$ cat src/rtl/bta_resp_builder_pkg.sv
// Shared constants for the BTA read-response builder: DSI data types,
// header layout and the response FSM encoding.
package bta_resp_builder_pkg;

  localparam logic [5:0] DT_SET_MAX_RET = 6'h37;
  localparam logic [5:0] DT_DCS_RD      = 6'h06;
  localparam logic [5:0] DT_GEN_RD0     = 6'h04;
  localparam logic [5:0] DT_GEN_RD1     = 6'h14;
  localparam logic [5:0] DT_GEN_RD2     = 6'h24;
  localparam logic [5:0] DT_DCS_SHORT1  = 6'h21;
  localparam logic [5:0] DT_DCS_SHORT2  = 6'h22;
  localparam logic [5:0] DT_GEN_SHORT1  = 6'h11;
  localparam logic [5:0] DT_GEN_SHORT2  = 6'h12;
  localparam logic [5:0] DT_DCS_LONG    = 6'h1C;
  localparam logic [5:0] DT_GEN_LONG    = 6'h1A;

  localparam int HDR_DT_LSB    = 0;
  localparam int HDR_FIELD_LSB = 8;

  typedef enum logic [2:0] {
    ST_IDLE,
    ST_RD,
    ST_CAP,
    ST_HDR,
    ST_PUSH
  } state_e;

  function automatic logic is_read_dt(input logic [5:0] dt);
    return dt inside {DT_DCS_RD, DT_GEN_RD0, DT_GEN_RD1, DT_GEN_RD2};
  endfunction

  // ECC byte [31:24] and VC [7:6] stay zero; the controller fills them in.
  function automatic logic [31:0] make_hdr(input logic [5:0] dt, input logic [15:0] field);
    return (32'(dt) << HDR_DT_LSB) | (32'(field) << HDR_FIELD_LSB);
  endfunction

endpackage

$ cat src/rtl/bta_sync_fifo.sv
// Single-clock FIFO with registered (non-show-ahead) read data and a
// synchronous flush that clears the pointers but keeps the last read word.
module bta_sync_fifo #(
  parameter int DEPTH = 16,
  parameter int W     = 32
) (
  input  logic                     clk,
  input  logic                     rst,
  input  logic                     flush,
  input  logic                     push,
  input  logic [W-1:0]             wdata,
  input  logic                     pop,
  output logic [W-1:0]             rdata,
  output logic [$clog2(DEPTH):0]   level,
  output logic                     empty,
  output logic                     full
);
  localparam int AW = $clog2(DEPTH);

  logic [W-1:0] mem [DEPTH];
  logic [AW:0]  wptr, rptr;
  logic         do_pop;

  assign empty  = (wptr == rptr);
  assign full   = (wptr[AW] != rptr[AW]) && (wptr[AW-1:0] == rptr[AW-1:0]);
  assign level  = wptr - rptr;
  assign do_pop = pop && !empty;

  always_ff @(posedge clk) begin
    if (rst) begin
      wptr  <= '0;
      rptr  <= '0;
      rdata <= '0;
    end else if (flush) begin
      wptr <= '0;
      rptr <= '0;
    end else begin
      if (push)   wptr <= wptr + 1'b1;
      if (do_pop) begin
        rptr  <= rptr + 1'b1;
        rdata <= mem[rptr[AW-1:0]];
      end
    end
  end

  // Caller guarantees push only when not full.
  always_ff @(posedge clk) begin
    if (push && !flush) mem[wptr[AW-1:0]] <= wdata;
  end

endmodule

$ cat src/rtl/bta_resp_builder.sv
// Decodes DSI read requests, fetches register words and queues the
// response (header then payload) for the bus-turnaround stage.
module bta_resp_builder
  import bta_resp_builder_pkg::*;
#(
  parameter int DEPTH     = 16,
  parameter int MAX_BYTES = 32,
  parameter int WIDX_W    = 3
) (
  input  logic                     clk_periph,
  input  logic                     rst,
  input  logic [23:0]              mipi_periph_rx_cmd,
  input  logic                     mipi_periph_rx_cmd_valid,
  output logic                     reg_rd_en,
  output logic [7:0]               reg_rd_addr,
  output logic [WIDX_W-1:0]        reg_rd_word,
  input  logic [31:0]              reg_rd_data,
  input  logic                     bta_rd,
  output logic [31:0]              bta_data,
  output logic                     resp_busy,
  output logic [$clog2(DEPTH):0]   fifo_level,
  output logic                     err_drop,
  output logic                     err_underflow
);
  logic [5:0]  dt;
  logic [7:0]  d0, d1;
  logic [1:0]  unused_vc;
  logic        cmd_rd, cmd_set, accept;
  logic [15:0] set_n, set_val;

  assign dt        = mipi_periph_rx_cmd[5:0];
  assign unused_vc = mipi_periph_rx_cmd[7:6];
  assign d0        = mipi_periph_rx_cmd[15:8];
  assign d1        = mipi_periph_rx_cmd[23:16];
  assign cmd_rd    = mipi_periph_rx_cmd_valid && is_read_dt(dt);
  assign cmd_set   = mipi_periph_rx_cmd_valid && (dt == DT_SET_MAX_RET);

  assign set_n   = {d1, d0};
  assign set_val = (set_n == 16'd0)              ? 16'd1 :
                   (set_n > 16'(MAX_BYTES))      ? 16'(MAX_BYTES) : set_n;

  state_e            state_q, state_d;
  logic [15:0]       max_ret_q, n_q, n_words;
  logic [7:0]        addr_q;
  logic              dcs_q, short_rsp, last_word;
  logic [WIDX_W-1:0] k_q;
  logic [31:0]       cap_q;

  assign accept    = cmd_rd && (state_q == ST_IDLE);
  assign n_words   = (n_q + 16'd3) >> 2;
  assign short_rsp = (n_q <= 16'd2);
  assign last_word = (16'(k_q) + 16'd1) >= n_words;

  always_comb begin
    state_d = state_q;
    case (state_q)
      ST_IDLE: if (accept) state_d = ST_RD;
      ST_RD:   state_d = ST_CAP;
      ST_CAP:  state_d = (k_q == '0) ? ST_HDR : ST_PUSH;
      ST_HDR:  state_d = short_rsp ? ST_IDLE : ST_PUSH;
      ST_PUSH: state_d = last_word ? ST_IDLE : ST_RD;
      default: state_d = ST_IDLE;
    endcase
  end

  // Short responses carry up to two data bytes inline; long ones carry the count.
  logic [5:0]  hdr_dt;
  logic [15:0] hdr_field;

  always_comb begin
    hdr_dt    = dcs_q ? DT_DCS_LONG : DT_GEN_LONG;
    hdr_field = n_q;
    if (short_rsp) begin
      if (n_q == 16'd1) hdr_dt = dcs_q ? DT_DCS_SHORT1 : DT_GEN_SHORT1;
      else              hdr_dt = dcs_q ? DT_DCS_SHORT2 : DT_GEN_SHORT2;
      hdr_field = {(n_q == 16'd2) ? cap_q[15:8] : 8'h00, cap_q[7:0]};
    end
  end

  logic        fifo_push, fifo_empty, fifo_full;
  logic [31:0] fifo_wdata;

  assign fifo_push  = ((state_q == ST_HDR) || (state_q == ST_PUSH)) && !fifo_full;
  assign fifo_wdata = (state_q == ST_HDR) ? make_hdr(hdr_dt, hdr_field) : cap_q;

  always_ff @(posedge clk_periph) begin
    if (rst) begin
      state_q       <= ST_IDLE;
      max_ret_q     <= 16'd1;
      n_q           <= '0;
      addr_q        <= '0;
      dcs_q         <= 1'b0;
      k_q           <= '0;
      cap_q         <= '0;
      err_drop      <= 1'b0;
      err_underflow <= 1'b0;
    end else begin
      state_q       <= state_d;
      err_drop      <= cmd_rd && (state_q != ST_IDLE);
      err_underflow <= bta_rd && fifo_empty;
      if (cmd_set) max_ret_q <= set_val;
      if (accept) begin
        addr_q <= d0;
        dcs_q  <= (dt == DT_DCS_RD);
        n_q    <= max_ret_q;
        k_q    <= '0;
      end
      if (state_q == ST_CAP)  cap_q <= reg_rd_data;
      if (state_q == ST_PUSH) k_q   <= k_q + 1'b1;
    end
  end

  assign reg_rd_en   = (state_q == ST_RD);
  assign reg_rd_addr = addr_q;
  assign reg_rd_word = k_q;
  assign resp_busy   = (state_q != ST_IDLE);

  bta_sync_fifo #(.DEPTH(DEPTH), .W(32)) u_fifo (
    .clk   (clk_periph),
    .rst   (rst),
    .flush (accept),
    .push  (fifo_push),
    .wdata (fifo_wdata),
    .pop   (bta_rd),
    .rdata (bta_data),
    .level (fifo_level),
    .empty (fifo_empty),
    .full  (fifo_full)
  );

endmodule

$ cat config.mk
export PLATFORM = sky130hd
export DESIGN_NAME = bta_resp_builder
export DESIGN_NICKNAME = d
export VERILOG_FILES = /design/src/rtl/bta_resp_builder_pkg.sv /design/src/rtl/bta_sync_fifo.sv /design/src/rtl/bta_resp_builder.sv
export SDC_FILE = /design/constraint.sdc
export NUM_CORES = 1
export LEC_CHECK = 0
export ABC_AREA = 0
export BUFFER_PORTS_ARGS = -buffer_cell sky130_fd_sc_hd__buf_2
export CORE_MARGIN = 2
export CORE_UTILIZATION = 35
export CTS_CLUSTER_SIZE = 14
export DETAILED_ROUTE_END_ITERATION = 10
export GPL_ROUTABILITY_DRIVEN = 0
export PLACE_DENSITY = 0.54
export SYNTH_ARGS = -nofsm -noshare
export SYNTH_HDL_FRONTEND = slang
export SYNTH_SLANG_ARGS = --single-unit
$ cat constraint.sdc
create_clock -name clk_periph -period 5.59 [get_ports clk_periph]
set_input_delay 1.118 -clock clk_periph [delete_from_list [all_inputs] [get_ports clk_periph]]
set_output_delay 1.118 -clock clk_periph [all_outputs]
set_load 0.005 [all_outputs]
# After elaboration in Yosys (flattened, before gate mapping)
# Memories as Yosys holds them, arrays and structs flattened. A register that Yosys moved wholly into a read port is not among the register bits.
# Index checks and enable logic that the tools add are counted.
[totals]
regBits = 91
ram_bits = 512
inputBits = 60
out_inout_bits = 52
word_cells = 78
memories = 1
[mem_list]
columns = ["name", "words", "word_bits", "rd", "rd_clocked_by_memory_dff", "wr", "line_no", "rtl"]
rows = [
  ["u_fifo.mem", 16, 32, 1, 1, 1, "bta_sync_fifo.sv:20", "logic [W-1:0] mem [DEPTH];"],
]
[classes]
add_sub_neg = 6
n_lt_le_gt_ge = 3
n_eq_ne = 15
n_mux = 19
n_bitwise = 2
reduce_logical = 21
[ops]
columns = ["op", "count"]
rows = [
  ["$mux W16", 3],
  ["$mux W32", 1],
  ["$mux W6", 4],
  ["$or A6 B24 Y24", 1],
  ["$mux W3", 6],
  ["$add A16 B2 Y16 const B", 1],
  ["$eq A16 B1 Y1 const B", 1],
  ["$eq A16 B2 Y1 const B", 1],
  ["$gt A16 B6 Y1 const B", 1],
  ["$le A16 B2 Y1 const B", 1],
  ["$logic_not A16 Y1", 1],
  ["$pmux W3 S5", 1],
  ["$ge A4 B14 Y1", 1],
  ["$eq A6 B3 Y1 const B", 2],
  ["$eq A6 B6 Y1 const B", 2],
  ["$add A5 B1 Y5 const B", 2],
  ["$logic_and A1 B1 Y1", 9],
  ["$mux W8", 1],
  ["$eq A3 B2 Y1 const B", 2],
  ["$eq A6 B5 Y1 const B", 1],
  ["$logic_not A3 Y1", 2],
  ["$eq A5 B5 Y1", 1],
  ["$sub A5 B5 Y5", 1],
  ["$add A3 B1 Y4 const B", 1],
  ["15 further kinds", 19],
]

# Logic depth before layout (Yosys ltp)
[logic_depth]
depth_word = 8
mapped_depth = 10
ltp_nobuf = 7

# By module
# From an unflattened synthesis, not the netlist that was laid out.
[hier_totals]
cells_unflattened = 1575
area_unflattened_um2 = 25025.3
[modules_own_cells]
columns = ["module", "n_inst", "cells_per_inst", "area_per_inst_um2", "seq_area_each_um2"]
rows = [
  ["bta_sync_fifo", 1, 1090, 21329.2, 16215.6],
  ["bta_resp_builder", 1, 485, 3696.0, 1621.6],
]

# Least setup slack after synthesis
# No wires, ideal clock.
[synth_timing]
kind = "reg2reg"
from = "register u_fifo.rptr[1]"
to = "memory u_fifo.mem[0][0] (enable)"
setup_time_ns = 0.461
t_arrival_ns = 4.187
required_ns = 5.129
path_slack_ns = 0.942
stages_incl_launch_ff = 10
path_buffers = 3
period_less_slack_ns = 4.648
cell_sequence = "dfxtp_1 -> buf_2 -> buf_2 -> buf_1 -> inv_1 -> ha_1 -> nand4_1 -> o22a_1 -> nand2_1 -> nor3_1"
[synth_via]
elab_chain_len = 7
[synth_rtl]
columns = ["item", "line_no", "rtl"]
rows = [
  ["from (decl)", "bta_sync_fifo.sv:21", "logic [AW:0] wptr, rptr;"],
  ["from (signal assigned)", "bta_sync_fifo.sv:40", "rptr <= rptr + 1'b1;"],
  ["$eq A4 B4 Y1", "bta_sync_fifo.sv:25", "assign full = (wptr[AW] != rptr[AW]) && (wptr[AW-1:0] == rptr[AW-1:0]);"],
  ["$logic_and A1 B1 Y1", "bta_sync_fifo.sv:25", ""],
  ["$logic_not A1 Y1", "bta_resp_builder.sv:83", "assign fifo_push = ((state_q == ST_HDR) || (state_q == ST_PUSH)) && !fifo_full;"],
  ["$logic_and A1 B1 Y1", "bta_resp_builder.sv:83", ""],
  ["$logic_and A1 B1 Y1", "bta_sync_fifo.sv:48", "if (push && !flush) mem[wptr[AW-1:0]] <= wdata;"],
  ["$mux W1", "bta_sync_fifo.sv:48", ""],
  ["$mux W1 (not written as such)", "bta_sync_fifo.sv:48", ""],
  ["to (decl)", "bta_sync_fifo.sv:20", ""],
]
# Every way passes these cells.

# Worst setup path after layout
[layout_timing]
from = "register u_fifo.rptr[0]"
to = "output port fifo_level[4]"
[layout_via]
elab_chain_len = 1
[layout_rtl]
columns = ["item", "line_no", "rtl"]
rows = [
  ["$sub A5 B5 Y5", "bta_sync_fifo.sv:26", "assign level = wptr - rptr;"],
  ["to (decl)", "bta_resp_builder.sv:21", "output logic [$clog2(DEPTH):0] fifo_level,"],
]
# Every way passes these cells.

==> impl_metrics.toml <==
[status]
run_status = "completed"

[synth]
synth-edff-count = 512
synth.area.top_cells = "edfxtp_1 (62%), mux4_2 (12%), dfxtp_1 (10%)"
ys_types = 60
yosys.area.top_type = "edfxtp_1"
synth_nets = 1529
async_reset_ff_frac = 0
syn_inst = 1453
ys_ff_latch = 635
yosysSeqAreaShare = 0.724
synth.top_cell.area_share = 0.624
syn_area_per_cell_um2 = 17.0
synth-main-ff-cell = "edfxtp_1"
yosys_warnings = 0
synth_area_um2 = 24600

[die]
initial_core_util = 0.353
pin_count = 112
rows = 97
dieHeight_um = 269
core_area_um2 = 69900
die_w_um = 269
dieArea_um2 = 72600

[placed_design]
dp_cells = 2448
place_ws_ns = 1.87
dpl_cell_area_um2 = 26400
port_buffers = 109
hpwl_um = 35300

[pwr]
finalPower_mw = 9.57
max-vdd-ir-drop_uv = 213
p_per_area_nw_per_um2 = 335
p_leak_nw = 9.32

[drt]
ant_nets = 0
drt-wirelength-per-cell_um = 23.6
wirelength_um = 60900
drc = 0
vias = 13500
routed_via_density = 5.26
detail_route.iter0.violations = 1071
first_pass_iters = 5

[global_route]
top_usage_layer = "met2"
use_met1 = 0.236
use_met3 = 0.0342
track_usage = 0.168
antenna_found_initial = 4
grt_pass1_wl_um = 90200
grt_max_degree = 96
overflow = 0
grt_pass1_vias = 13800
grtUsageMet2 = 0.266

[timing]
worst_slack_ns = 1.65
slew-limit-headroom = 0.132
finalHoldViolCount = 0
timing.final.crit_share = 0.705
tightestPinTransition_ns = 1.30
fin_tns_setup_ns = 0
fmax_ghz = 0.254
slew_viol_final = 0
finalSetupViolCount = 0
finalClockSkew_ns = 0.0358
rsz0062_at_grt = "no"
finalCriticalPeriod_ns = 3.94
fin_worst_hold_slack_ns = 0.442

[critical_path]
reg2reg_from = "u_fifo.rptr[0]"
path_buf_inv = 2
timing.rr.end = "u_fifo.mem[15][10]"
path_cells = "ha_1, fa_1, inv_1, a21o_1, a21oi_1, xnor2_1, buf_2"
crit_family = "flip-flops"
ff2ff_path_depth = 5
cp-end-kind = "output port"
crit_slowest_cell = "dfxtp_4"
required_ns = 4.47
cp-start-kind = "flip-flop"
cp_max_fo = 38
crit_type = "reg2out"
rrSetupSlack_ns = 1.94
worstPathArrival_ns = 2.82
cpPeakStageDelay_ns = 0.87

[hold_path]
hold_depth = 2
holdPathEnd = "n_q[9]"
min_path_type = "reg2reg"
worstHoldStart = "max_ret_q[9]"

[finish]
fin_util = 0.409
antenna_cells = 0
n_fill_cell = 6357
nets = 1657
drive_gt1_frac = 0.249
fin_area_um2 = 28600
fin_cells = 2575
syn2layout_area_growth_pct = 16.1

[clocking]
cts_buffers = 69
numClockSinks = 635
cts-root-buf = "clkbuf_16"
cts_tree = "done"
clockBufferDepth = 3
cts_setup_buffers = 0
cts_htree_levels = 3
cts_hold_buf = 0
clkTransAtPathRegs_ns = 0.06
post_cts_resized = 0
clkLatencyLatePin_ns = 0.62

[run]
drv_cap = 0
[registers in the layout, summed over array words and instances, names as in the netlist, 3 cells and up]
| name | count |
|---|---|
| u_fifo.mem | 512 |
| cap_q | 32 |
| u_fifo.rdata | 32 |
| max_ret_q | 16 |
| n_q | 16 |
| reg_rd_addr | 8 |
| u_fifo.rptr | 5 |
| u_fifo.wptr | 5 |
| reg_rd_word | 3 |
| state_q | 3 |
[worst max path at each step]
stage,slack [ns],from,to,cells past startpoint
detailed placement,1.87,u_fifo.rptr[0],u_fifo.mem[15][24],5
floorplan,0.94,u_fifo.rptr[1],u_fifo.mem[0][0],9
global placement,1.92,u_fifo.rptr[0],u_fifo.mem[7][18],5
CTS,1.57,u_fifo.rptr[0],fifo_level[4],7
global route,1.43,u_fifo.rptr[0],fifo_level[4],7
finish,1.65,u_fifo.rptr[0],fifo_level[4],7
[layout by cell type, fill, tap and decap left out, drive strengths merged, types with 15 or more instances in the layout]
master,instances
nor2,48
a21oi,90
a41oi,15
mux4,128
a22oi,64
dfxtp,123
and2,26
edfxtp,512
nand2,170
ha,15
inv,20
clkbuf,90
buf,148
clkinv,22
a22o,32
[cells in the mapped netlist, types with 15 or more instances]
library cell and count:
buf_2 16, ha_1 15, and2_1 26, edfxtp_1 512, dfxtp_1 123, nand2_1 170
mux4_2 128, a21oi_1 90, clkbuf_1 53, a22o_1 32, nor2_1 48, a22oi_1 64
a41oi_1 15, inv_1 16
[kinds of logic after synthesis]
logic type,share of synthesized area
AOI/OAI and AO/OA,0.0683
xor gates and xnor gates,0.00569
adders and majority gates,0.00843
buffers and inverters,0.0205
DFF,0.724
muxes,0.118
and+or+nand+nor,0.0552
[layout make-up]
class,count,area [um2],share of cell area
Clock buffer,90,1890,0.0660
Tap cell,940,1180,0.0411
Sequential cell,635,17800,0.624
Timing Repair Buffer,148,858,0.0300
Inverter,16,60.1,0.00210
Multi-Input combinational cell,711,6450,0.225
Clock inverter,35,337,0.0118
[worst reg2reg max path, delay by kind of cell (launching register included)]
family | cells | cell delay (ns)
buffers and inverters | 1 | 0.35
DFF | 1 | 0.87
and+or+nand+nor | 2 | 1.16
AOI/OAI and AO/OA | 1 | 0.57
adders and majority gates | 1 | 0.38
[layer usage]
metal / wire length, um / vias up
li1: - / 6003
met1: 27400 / 7015
met2: 28500 / 412
met3: 3740 / 95
met4: 1180 / 8
met5: 53 / -
[power breakdown]
group	internal, mW	switching (mW)	total (mW)
Sequential	5.04	0.00185	5.04
Combinational	0.0208	0.0359	0.0567
Clock	2.63	1.85	4.48
No activity file was read; power rests on OpenSTA's default activity.
